`src/rtl/core_io_bridge.sv`:
```
// Bridge between the core's word-wide I/O port and a byte-wide UART transceiver.
// Output words are queued and sent LSB first; received bytes are queued and read back as words.
module core_io_bridge #(
  parameter int unsigned BYTES_PER_WORD = 4,
  parameter int unsigned OUT_DEPTH      = 8,
  parameter int unsigned IN_DEPTH       = 16
) (
  input  logic                          clk,
  input  logic                          rst,
  input  logic                          out_issued,
  input  logic [8*BYTES_PER_WORD-1:0]   out_data,
  output logic                          out_stall,
  input  logic                          in_issued,
  output logic [8*BYTES_PER_WORD-1:0]   in_data,
  output logic                          in_stall,
  output logic [31:0]                   status,
  output logic [31:0]                   result_bytes,
  input  logic                          status_clr,
  output logic [7:0]                    tx_data,
  output logic                          tx_valid,
  input  logic                          tx_ready,
  input  logic [7:0]                    rx_data,
  input  logic                          rx_valid
);

  localparam int unsigned WORD_W = 8 * BYTES_PER_WORD;
  localparam int unsigned OUT_AW = $clog2(OUT_DEPTH);
  localparam int unsigned OUT_CW = OUT_AW + 1;
  localparam int unsigned IN_AW  = $clog2(IN_DEPTH);
  localparam int unsigned IN_CW  = IN_AW + 1;
  localparam int unsigned IDX_W  = (BYTES_PER_WORD > 1) ? $clog2(BYTES_PER_WORD) : 1;

  typedef enum logic {S_IDLE, S_SHIFT} ser_state_e;

  // ---------------- output FIFO ----------------
  logic [WORD_W-1:0] out_mem [OUT_DEPTH];
  logic [OUT_AW-1:0] out_wr_ptr, out_rd_ptr;
  logic [OUT_CW-1:0] out_count;
  logic              out_push, out_pop, out_empty;

  assign out_stall = (out_count == OUT_CW'(OUT_DEPTH));
  assign out_empty = (out_count == '0);
  assign out_push  = out_issued && !out_stall;

  always_ff @(posedge clk) begin
    if (out_push) out_mem[out_wr_ptr] <= out_data;
  end

  always_ff @(posedge clk or negedge rst) begin
    if (!rst) begin
      out_wr_ptr <= '0;
      out_rd_ptr <= '0;
      out_count  <= '0;
    end else begin
      if (out_push) out_wr_ptr <= out_wr_ptr + OUT_AW'(1);
      if (out_pop)  out_rd_ptr <= out_rd_ptr + OUT_AW'(1);
      if (out_push && !out_pop)      out_count <= out_count + OUT_CW'(1);
      else if (!out_push && out_pop) out_count <= out_count - OUT_CW'(1);
    end
  end

  // ---------------- serialiser ----------------
  ser_state_e        state, state_d;
  logic [WORD_W-1:0] shreg;
  logic [IDX_W-1:0]  idx;
  logic [31:0]       result_q;
  logic              tx_hs, last_byte, ser_load, ser_adv;

  assign tx_valid     = (state == S_SHIFT);
  assign tx_data      = shreg[7:0];
  assign tx_hs        = tx_valid && tx_ready;
  assign last_byte    = (idx == IDX_W'(BYTES_PER_WORD - 1));
  assign out_pop      = ser_load;
  assign result_bytes = result_q;

  always_ff @(posedge clk or negedge rst) begin
    if (!rst) state <= S_IDLE;
    else      state <= state_d;
  end

  always_comb begin
    state_d = state;
    case (state)
      S_IDLE:  if (!out_empty) state_d = S_SHIFT;
      S_SHIFT: if (tx_hs && last_byte && out_empty) state_d = S_IDLE;
      default: state_d = S_IDLE;
    endcase
  end

  // Back-to-back reload on the last handshake keeps the byte stream gap-free.
  always_comb begin
    ser_load = 1'b0;
    ser_adv  = 1'b0;
    case (state)
      S_IDLE:  ser_load = !out_empty;
      S_SHIFT: begin
        if (tx_hs) begin
          if (last_byte) ser_load = !out_empty;
          else           ser_adv  = 1'b1;
        end
      end
      default: ;
    endcase
  end

  always_ff @(posedge clk or negedge rst) begin
    if (!rst) begin
      shreg    <= '0;
      idx      <= '0;
      result_q <= '0;
    end else begin
      if (ser_load) begin
        shreg <= out_mem[out_rd_ptr];
        idx   <= '0;
      end else if (ser_adv) begin
        shreg <= shreg >> 8;
        idx   <= idx + IDX_W'(1);
      end
      if (tx_hs) result_q <= result_q + 32'd1;
    end
  end

  // ---------------- input FIFO ----------------
  logic [7:0]        in_mem [IN_DEPTH];
  logic [IN_AW-1:0]  in_wr_ptr, in_rd_ptr;
  logic [IN_CW-1:0]  in_count;
  logic              in_full, in_push, in_pop, in_ovf, ovf_q;
  logic [WORD_W-1:0] in_word;
  logic [7:0]        in_cnt_sat;

  assign in_full  = (in_count == IN_CW'(IN_DEPTH));
  assign in_push  = rx_valid && !in_full;
  assign in_ovf   = rx_valid && in_full;
  assign in_stall = (in_count < IN_CW'(BYTES_PER_WORD));
  assign in_pop   = in_issued && !in_stall;

  always_ff @(posedge clk) begin
    if (in_push) in_mem[in_wr_ptr] <= rx_data;
  end

  always_ff @(posedge clk or negedge rst) begin
    if (!rst) begin
      in_wr_ptr <= '0;
      in_rd_ptr <= '0;
      in_count  <= '0;
      ovf_q     <= 1'b0;
    end else begin
      if (in_push) in_wr_ptr <= in_wr_ptr + IN_AW'(1);
      if (in_pop)  in_rd_ptr <= in_rd_ptr + IN_AW'(BYTES_PER_WORD);
      in_count <= in_count + (in_push ? IN_CW'(1) : IN_CW'(0))
                           - (in_pop ? IN_CW'(BYTES_PER_WORD) : IN_CW'(0));
      // A new overflow beats a simultaneous clear.
      if (in_ovf)          ovf_q <= 1'b1;
      else if (status_clr) ovf_q <= 1'b0;
    end
  end

  always_comb begin
    in_word = '0;
    for (int unsigned i = 0; i < BYTES_PER_WORD; i++) begin
      in_word[8*i +: 8] = in_mem[in_rd_ptr + IN_AW'(i)];
    end
  end

  assign in_data    = in_stall ? '0 : in_word;
  assign in_cnt_sat = (32'(in_count) > 32'd255) ? 8'hFF : 8'(in_count);
  assign status     = {16'h0, in_cnt_sat, 4'h0, ovf_q, in_stall, out_stall,
                       out_empty && (state == S_IDLE)};

endmodule

```
`config.mk`:
```
export PLATFORM = sky130hd
export DESIGN_NAME = core_io_bridge
export DESIGN_NICKNAME = d
export VERILOG_FILES = /design/src/rtl/core_io_bridge.sv
export SDC_FILE = /design/constraint.sdc
export NUM_CORES = 1
export LEC_CHECK = 0
export BUFFER_PORTS_ARGS = -buffer_cell sky130_fd_sc_hd__buf_2
export CAP_MARGIN = 20
export CELL_PAD_IN_SITES_DETAIL_PLACEMENT = 1
export CELL_PAD_IN_SITES_GLOBAL_PLACEMENT = 1
export CORE_MARGIN = 2
export CORE_UTILIZATION = 40
export CTS_BUF_LIST = sky130_fd_sc_hd__clkbuf_16
export CTS_CLUSTER_DIAMETER = 150
export CTS_CLUSTER_SIZE = 10
export DETAILED_ROUTE_END_ITERATION = 8
export HOLD_SLACK_MARGIN = 0.08
export PLACE_DENSITY = 0.66
export SLEW_MARGIN = 20
export SYNTH_ARGS = -nofsm -noshare
export SYNTH_HDL_FRONTEND = slang
export SYNTH_SLANG_ARGS = --single-unit
export TNS_END_PERCENT = 10
```
`constraint.sdc`:
```
create_clock -name clk -period 6.3 [get_ports clk]
set_input_delay 0.63 -clock clk [delete_from_list [all_inputs] [get_ports clk]]
set_output_delay 0.63 -clock clk [all_outputs]
set_load 0.005 [all_outputs]
```
* After elaboration in Yosys (flattened, before gate mapping)
Memory sizes are Yosys's and may differ from the RTL's.
Index checks and enable logic that the tools add are counted.
** Storage, ports and cells
- Input bits :: 47
- Word-level logic and storage cells :: 75
- RAM bits :: 384
- Memories :: 2
- Output and inout bits :: 107
- Flip-flop bits (word level) :: 91
** Operators by class
- Magnitude comparators :: 1
- Reduce and logical (&&, ||, !) cells :: 20
- Equality and inequality tests :: 3
- Bitwise operators :: 1
- Add/sub/neg operators :: 13
- Mux-type cells :: 24
** Memories
- out_mem :: depth 8, width 32, read ports 1, clocked after Yosys merged registers in 0, write ports 1, line 36 : logic [WORD_W-1:0] out_mem [OUT_DEPTH];
- in_mem :: depth 16, width 8, read ports 4, clocked after Yosys merged registers in 0, write ports 1, line 124 : logic [7:0] in_mem [IN_DEPTH];
** Operators by type and width (count)
- 32-bit 2-to-1 mux :: 3
- 32-bit by 1-bit adder with 32-bit output (second input constant) :: 1
- 1-bit 2-to-1 mux :: 14
- 4-bit by 1-bit adder with 4-bit output (second input constant) :: 3
- 1-bit logical AND :: 10
- 4-bit by 2-bit adder with 4-bit output (second input constant) :: 2
- 4-bit 2-to-1 mux :: 2
- 3-bit by 1-bit adder with 3-bit output (second input constant) :: 2
- 1-bit logical NOT :: 6
- 2-bit nonzero test :: 3
- 5-bit by 1-bit adder with 5-bit output :: 1
- 5-bit == test (second input constant) :: 1
- 5-bit by 3-bit < comparator with 1-bit output (second input constant) :: 1
- 5-bit by 3-bit subtractor with 5-bit output :: 1
- 4-bit by 3-bit adder with 4-bit output (second input constant) :: 1
- 4-bit == test (second input constant) :: 1
- 4-bit logical NOT :: 1
- 2-bit 2-to-1 mux :: 2
- 1-bit case mux with 2 select lines :: 2
- 4-bit by 1-bit subtractor with 4-bit output (second input constant) :: 1
- 3-bit 2-to-1 mux :: 1
- 2-bit by 1-bit adder with 2-bit output (second input constant) :: 1
- 2-bit == test (second input constant) :: 1
- 1-bit inverter :: 1

* Longest topological paths before layout
Gate-level depths: netlist of the first run.
- Word-level depth :: 8
- Depth in mapped cells :: 13
- Mapped depth without buffers :: 11

* Worst setup path before layout of the first run
Ideal clock, no wire load.
- Kind :: register to register
- Start point :: register out_count[0]
- End point :: memory out_mem[0][0] in the netlist's numbering, enable pin
- Path slack :: 1.857 ns
- Library setup time :: 0.501 ns
- Stages on the path, launching flop included :: 5
- Clock period less this slack :: 4.443 ns
- Arrival time :: 3.942 ns
- Buffers on the path :: 0
- Data required time :: 5.799 ns
- Cells stage by stage :: dfrtp_1 nor3_1 and2_1 nand2b_1 nor4_1
** Between the ends
- Word-level cells in the longest chain between the ends :: 5
** Ends and longest elaborated chain
- start: declaration :: line 38 : logic [OUT_CW-1:0] out_count;
- start signal: assignment :: line 57 : if (out_push && !out_pop) out_count <= out_count + OUT_CW'(1);
- start signal: assignment :: line 58 : else if (!out_push && out_pop) out_count <= out_count - OUT_CW'(1);
- 4-bit == test :: line 41 : assign out_stall = (out_count == OUT_CW'(OUT_DEPTH));
- named net out_stall :: line 12 : output logic out_stall,
- 1-bit logical NOT :: line 43 : assign out_push = out_issued && !out_stall;
- 1-bit logical AND :: line 43
- 1-bit 2-to-1 mux :: line 46 : if (out_push) out_mem[out_wr_ptr] <= out_data;
- 1-bit 2-to-1 mux (not written as such) :: line 46
- end: declaration :: line 36
The timed path passes the listed nets, and every way through them passes these cells.

* Final worst setup path of the first run
- Start point :: register out_count[0]
- End point :: register out_count[3]
** Between the ends
- Word-level cells in the longest chain between the ends :: 8
- Elaborated cells on any way between the ends :: 17
- Those cells by class :: add/sub: 2; eq/ne: 1; mux: 5; reduce/logical: 9
** Ends and longest elaborated chain
- 4-bit logical NOT :: line 42 : assign out_empty = (out_count == '0);
- 1-bit logical NOT :: line 95, 98
- 1-bit 2-to-1 mux :: line 98 : if (last_byte) ser_load = !out_empty;
- 1-bit 2-to-1 mux :: line 97 : if (tx_hs) begin
- 1-bit case mux with 2 select lines :: line 94 : case (state)
- 1-bit logical NOT :: line 57
- 1-bit logical AND :: line 57
- 4-bit 2-to-1 mux / 2-bit nonzero test (equally long branches)
Parallel ways exist; a longest one is shown, timed or not. The select of a mux whose other input is x is not followed.
A chain may end at the register's enable or synchronous reset.

==> results of run 1 <==
-- worst max-delay path: cells and delay by family, from the launching register on --
kind	cells	cell delay, ps
and+or+nand+nor	2	750
buffers and inverters	3	740
adders and majority gates	2	580
DFF	1	450
AOI/OAI and AO/OA	2	340
muxes	1	230
xor gates and xnor gates	1	130
-- power groups by stage --
stage	Clock [mW]	Combinational, mW	Sequential [mW]
final	2.74	2.39	4.40
after global routing	2.93	2.65	4.48
after CTS	2.81	2.46	4.42
after detailed placement	0	2.46	4.48
after global placement	0	2.39	4.44
after floorplan	0	1.96	4.16
-- flip-flops by register name, summed over array words and instances, names as in the netlist --
register and count:
result_bytes 32, in_count 5, out_wr_ptr 3, tx_valid 1, shreg 32, out_rd_ptr 3
in_wr_ptr 4, in_mem 128, in_rd_ptr 2, ovf_q 1, idx 2, out_mem 256
out_count 4
-- kinds of logic after synthesis --
group	Yosys count	synth area share [%]
AOI/OAI and AO/OA	66	2.18
xor gates and xnor gates	47	2.17
adders and majority gates	20	1.36
buffers and inverters	99	3.22
DFF	473	72.4
muxes	133	13.4
other	1	0.0197
and+or+nand+nor	179	5.25
-- cell usage in the layout (no fill, tap or decap), types with 5 or more instances in the layout --
master     netlist  routed
mux2i_1         34      34
a21oi_1         26      26
mux4_2          96      96
buf_2           20     129
edfxtp_1       384     384
nand4_1         17      17
nor2b_1         24      24
and3_1           5       5
nor2_1          24      21
a211oi_1        25      25
nand3_1         19      19
nand2b_1         8       8
inv_1           15      56
conb_1           1      23
clkbuf_16        0      54
and2_1          35      35
nand2_1         24      24
buf_4           39      21
o21ai_0          7       7
ha_1            19      19
nor3_1          12       8
xnor2_1         40      40
xor2_1           7       7
dfrtp_1         89      84
-- routing by layer --
| metal | global-route usage, % | vias up | share of wire (%) |
|---|---|---|---|
| met1 | 21.9 | 4894 | 44 |
| met4 | 5.10 | 8 | 2.0 |
| met3 | 3.23 | 68 | 5.0 |
| li1 | - | 4203 | - |
| met5 | 0 | - | 0.095 |
| met2 | 27.6 | 200 | 49 |
-- layout make-up --
type | count | area share, %
clock buffers | 54 | 6.22
diodes | 1 | 0.0115
clock inverters | 44 | 0.916
flip-flops and latches | 473 | 63.4
inverters | 16 | 0.282
well taps | 607 | 3.50
multi-input cells | 468 | 21.9
repair buffers | 151 | 3.75
-- synth_stat cells (all sizes together) --
master / instances
mux4: 96
mux2: 3
inv: 15
clkbuf: 14
mux2i: 34
o21bai: 1
nor4: 3
o41a: 1
a32o: 1
ha: 19
and2: 36
fa: 1
nor2b: 24
a21oi: 26
conb: 1
or2: 1
and3: 5
nand2b: 8
o21ai: 10
nand2: 24
buf: 69
nor3: 12
nor2: 25
edfxtp: 384
dfrtp: 89
xor2: 7
nand3: 19
a21o: 1
and4: 3
or4: 1
xnor2: 40
a211oi: 25
clkinv: 1
a21bo: 1
nand4: 18
-- worst paths after layout --
| path | from | endpoint |
|---|---|---|
| min in group asynchronous | rst | result_bytes[20] |
| hold / removal | out_data[21] | out_mem[1][21] |
| setup reg to reg | out_count[0] | out_count[3] |
| hold reg to reg | result_bytes[31] | result_bytes[31] |
| setup / recovery | out_count[0] | out_count[3] |
| max in group asynchronous | rst | out_rd_ptr[0] |
-- per-stage QoR --
step                      instances  power, mW  cell area [um^2]
final                          1814       9.52             21700
after global routing           1814       10.1             21700
after CTS                      1813       9.69             21700
after detailed placement       1714       6.93             20100
after global placement         1714       6.83             20100
after floorplan                1040       6.12             19100
==> impl_metrics.env, run 1 <==
export IMPL_viasPerCell=5.17
export IMPL_swShare_pct=29.7
export IMPL_clk_pin_slew_ps=60
export IMPL_ir_drop_uv=262
export IMPL_worst_pin_slew_ps=950
export IMPL_endpoint_kind="register"
export IMPL_overflow=0
export IMPL_firstDrtPassIters=5
export IMPL_die_area_mm2=0.0492
export IMPL_maxCapViolCount=0
export IMPL_cts_sinks=473
export IMPL_place_port_buffers=130
export IMPL_fillers=4390
export IMPL_clockBufferDepth=3
export IMPL_wl_um=39900
export IMPL_fp_dieW_um=222
export IMPL_finClkSkew_ps=21.0
export IMPL_drive_above_1_share_pct=27.1
export IMPL_synth_distinct_cells=44
export IMPL_ys_seq_elements=473
export IMPL_power_frac_clock_pct=28.7
export IMPL_status="finished, final reports clean"
export IMPL_drcViolationCount=0
export IMPL_final_hold_viol_count=0
export IMPL_synthCells=1018
export IMPL_grt_pass1_vias=10300
export IMPL_core_mm2=0.0468
export IMPL_power_density_mw_per_mm2=439
export IMPL_clk_latency_ps=590
export IMPL_multiInputGateArea_mm2=0.00475
export IMPL_area_growth_pct=14.3
export IMPL_start_kind="register"
export IMPL_fin_crit_sh_pct=52.3
export IMPL_cts_htree_levels=2
export IMPL_finalSetupTns_ps=0
export IMPL_reg2reg_setup_slack_ps=3010
export IMPL_track_usage_pct=16.5
export IMPL_ff_latch_area_mm2=0.0138
export IMPL_yosys_area_top_type="edfxtp_1"
export IMPL_netSwitchingPower_mw=2.83
export IMPL_antenna_found_initial=5
export IMPL_synth_area_leaders="edfxtp_1 (61%), dfrtp_1 (12%), mux4_2 (11%)"
export IMPL_fmax_ghz=0.304
export IMPL_crit_fanout=67
export IMPL_hold_path_class="in -> reg"
export IMPL_setup_ws_ps=3010
export IMPL_grt_max_degree=68
export IMPL_ctsResizeCount=0
export IMPL_seqPwrFrac_pct=46.2
export IMPL_cts_tree="built"
export IMPL_fin_util_pct=46.4
export IMPL_p_comb_share_pct=25.1
export IMPL_cp_common_cell="ha_1"
export IMPL_io_pins=154
export IMPL_hold_worst_slack_ps=315
export IMPL_fin_crit_ps=3290
export IMPL_cp_required_ps=6810
export IMPL_wl_per_cell_um=22.0
export IMPL_cts_hold_buffers=1
export IMPL_finalMaxSlewViolations=0
export IMPL_root_buffer="clkbuf_16"
export IMPL_rows=79
export IMPL_cts_setup_buffers=0
export IMPL_setup_viol=0
export IMPL_nets=1230
export IMPL_p_leak_nw=7.92
export IMPL_die_h_um=222
export IMPL_worstRegToRegCells=11
export IMPL_synth_seq_area_share_pct=72.4
export IMPL_whs_path_depth=1
export IMPL_yosys_warnings=0
export IMPL_syn_area_mm2=0.0190
export IMPL_crit_type="reg -> reg"
export IMPL_arrival_ps=3800
export IMPL_grt_pass1_wl_um=62200
export IMPL_rsz0062_at_grt="no"
export IMPL_cts_buffers=53
export IMPL_critPathMaxStageDelay_ps=590
export IMPL_initialDrtViolationCount=534
export IMPL_slew_limit_headroom_pct=36.7
export IMPL_gp_congestion=0.738
export IMPL_crit_slowest_cell="buf_4"
export IMPL_intPower_mw=6.69
export IMPL_start_util_pct=40.6
export IMPL_synth_top_area_share_pct=60.7
export IMPL_crit_chain="or4_4, and2_4, clkinv_2, buf_4, ha_1, inv_1, ha_1, a21o_1, a21oi_1, mux2i_1, xnor2_1"
export IMPL_post_place_ws_ps=2990
export IMPL_via_count=9373
export IMPL_ant_nets=0
export IMPL_hpwl_um=23200
export IMPL_avgSynthCellArea_um2=18.7
No activity file was read; power rests on OpenSTA's default activity.
==> inputs of run 2 (changes only) <==
PLACE_DENSITY = 0.69   (was 0.66)
clock period = 2.73 ns   (was 6.3 ns; I/O delays follow)
==> impl_metrics.env, run 2 (synthesized netlist as in run 1, its figures left out) <==
export IMPL_drive_above_1_share_pct=27.6
export IMPL_cp_required_ps=3230
export IMPL_initialDrtViolationCount=504
export IMPL_ctsResizeCount=0
export IMPL_largest_register_ffs=256
export IMPL_clockBufferDepth=3
export IMPL_setup_viol=0
export IMPL_die_h_um=222
export IMPL_io_pins=154
export IMPL_status="finished, final reports clean"
export IMPL_overflow=0
export IMPL_reg2reg_setup_slack_ps=210
export IMPL_cts_tree="built"
export IMPL_crit_type="reg -> reg"
export IMPL_track_usage_pct=16.9
export IMPL_ir_drop_uv=718
export IMPL_fin_area_mm2=0.0225
export IMPL_cts_htree_levels=2
export IMPL_area_growth_pct=18.3
export IMPL_hold_worst_slack_ps=116
export IMPL_hp_start="rx_data[2]"
export IMPL_antenna_cells=0
export IMPL_worstRegToRegCells=10
export IMPL_grt_pass1_wl_um=63400
export IMPL_fp_dieW_um=222
export IMPL_slew_limit_headroom_pct=49.6
export IMPL_power_density_mw_per_mm2=996
export IMPL_hpwl_um=24000
export IMPL_rsz0062_at_grt="no"
export IMPL_antenna_found_initial=2
export IMPL_final_common_cell="edfxtp_1"
export IMPL_fillers=4424
export IMPL_crit_path_start="out_count[1]"
export IMPL_fin_total_pwr_mw=22.4
export IMPL_finalMaxSlewViolations=0
export IMPL_cts_sinks=473
export IMPL_wl_um=40800
export IMPL_via_count=9624
export IMPL_nets=1296
export IMPL_maxCapViolCount=0
export IMPL_worst_pin_slew_ps=751
export IMPL_gp_congestion=0.725
export IMPL_regMostFlops="out_mem"
export IMPL_fin_crit_sh_pct=92.2
export IMPL_crit_fanout=5
export IMPL_grt_pass1_vias=10600
export IMPL_viasPerCell=5.12
export IMPL_arrival_ps=3020
export IMPL_reg_top3="out_mem (256), in_mem (128)"
export IMPL_start_kind="register"
export IMPL_p_leak_nw=8.26
export IMPL_rows=79
export IMPL_most_common_layout_cells="edfxtp_1 (384), buf_2 (129), mux4_2 (96), dfrtp_1 (85), inv_1 (56)"
export IMPL_ant_nets=0
export IMPL_fmax_ghz=0.397
export IMPL_drcViolationCount=0
export IMPL_r2r_start="out_count[1]"
export IMPL_finClkSkew_ps=34.6
export IMPL_cts_setup_buffers=0
export IMPL_placed_area_mm2=0.0205
export IMPL_core_mm2=0.0468
export IMPL_cts_hold_buffers=42
export IMPL_firstDrtPassIters=4
export IMPL_root_buffer="clkbuf_16"
export IMPL_fin_crit_ps=2520
export IMPL_cts_buffers=53
export IMPL_die_area_mm2=0.0492
export IMPL_clk_latency_ps=610
export IMPL_endpoint="out_count[3]"
export IMPL_hold_path_class="in -> reg"
export IMPL_finalSetupTns_ps=0
export IMPL_place_port_buffers=130
export IMPL_final_hold_viol_count=0
export IMPL_endpoint_kind="register"
export IMPL_wl_per_cell_um=21.7
export IMPL_grt_max_degree=67
export IMPL_start_util_pct=40.6
export IMPL_clk_pin_slew_ps=60
export IMPL_r2r_end="out_count[3]"
## run 2: cell count changes in the layout (fill, tap and decap cells not counted), sizes merged
| cell | delta |
|---|---|
| clkinv | +1 |
| dlygate4sd3 | +41 |
| diode | -1 |
| buf | +25 |
| clkbuf | -1 |
## run 2: final cells by class
type / count / area, um^2 / share of cell area, %
sequential: 473 / 13800 / 61.3
multi-input combinational: 468 / 4770 / 21.2
timing repair buffer: 217 / 1570 / 7.00
clock buffer: 53 / 1330 / 5.90
tap: 607 / 759 / 3.38
clock inverter: 45 / 218 / 0.969
inverter: 16 / 61.3 / 0.273
## run 2: worst min path at each step
stage                       endpoint  slack, ps  cells after the start
finish                  in_mem[4][2]        120                      1
global route            in_mem[0][3]        100                      1
CTS                     in_mem[0][3]         80                      1
detailed placement  result_bytes[19]        340                      1
global placement    result_bytes[19]        340                      1
floorplan                     idx[0]        -20                      0
## run 2: through the flow
| step | setup slack, ps | instances | utilization (%) |
|---|---|---|---|
| detailed placement | 207 | 1739 | 43.9 |
| finish | 212 | 1879 | 48.1 |
| global placement | 229 | 1739 | 43.9 |
| CTS | 173 | 1879 | 48.1 |
| global route | 3.37 | 1879 | 48.1 |
| floorplan | -877 | 1040 | - |
## run 2: power breakdown
group          leakage (nW)  internal [mW]  switching (mW)  total, mW
clock                 0.899           3.50            2.78       6.28
sequential             4.61           9.07           0.768       9.84
combinational          2.75           3.11            3.15       6.26
## run 2: critical path, stage by stage, from the launching register on
cell and delay [ps]:
dfrtp_1 440, or4_4 550, and2_4 180, clkinv_2 50
ha_1 150, inv_1 90, ha_1 280, a21o_1 170
a21oi_1 170, mux2i_1 230, xnor2_1 130
## run 2: layer usage
metal  track usage [%]  vias up  part of all wire (%)
met5                 0        -                 0.071
met4              5.08        4                   1.9
met3              3.37       53                   4.1
met2              29.2      197                    51
met1              21.4     5038                    43
li1                  -     4332                     -
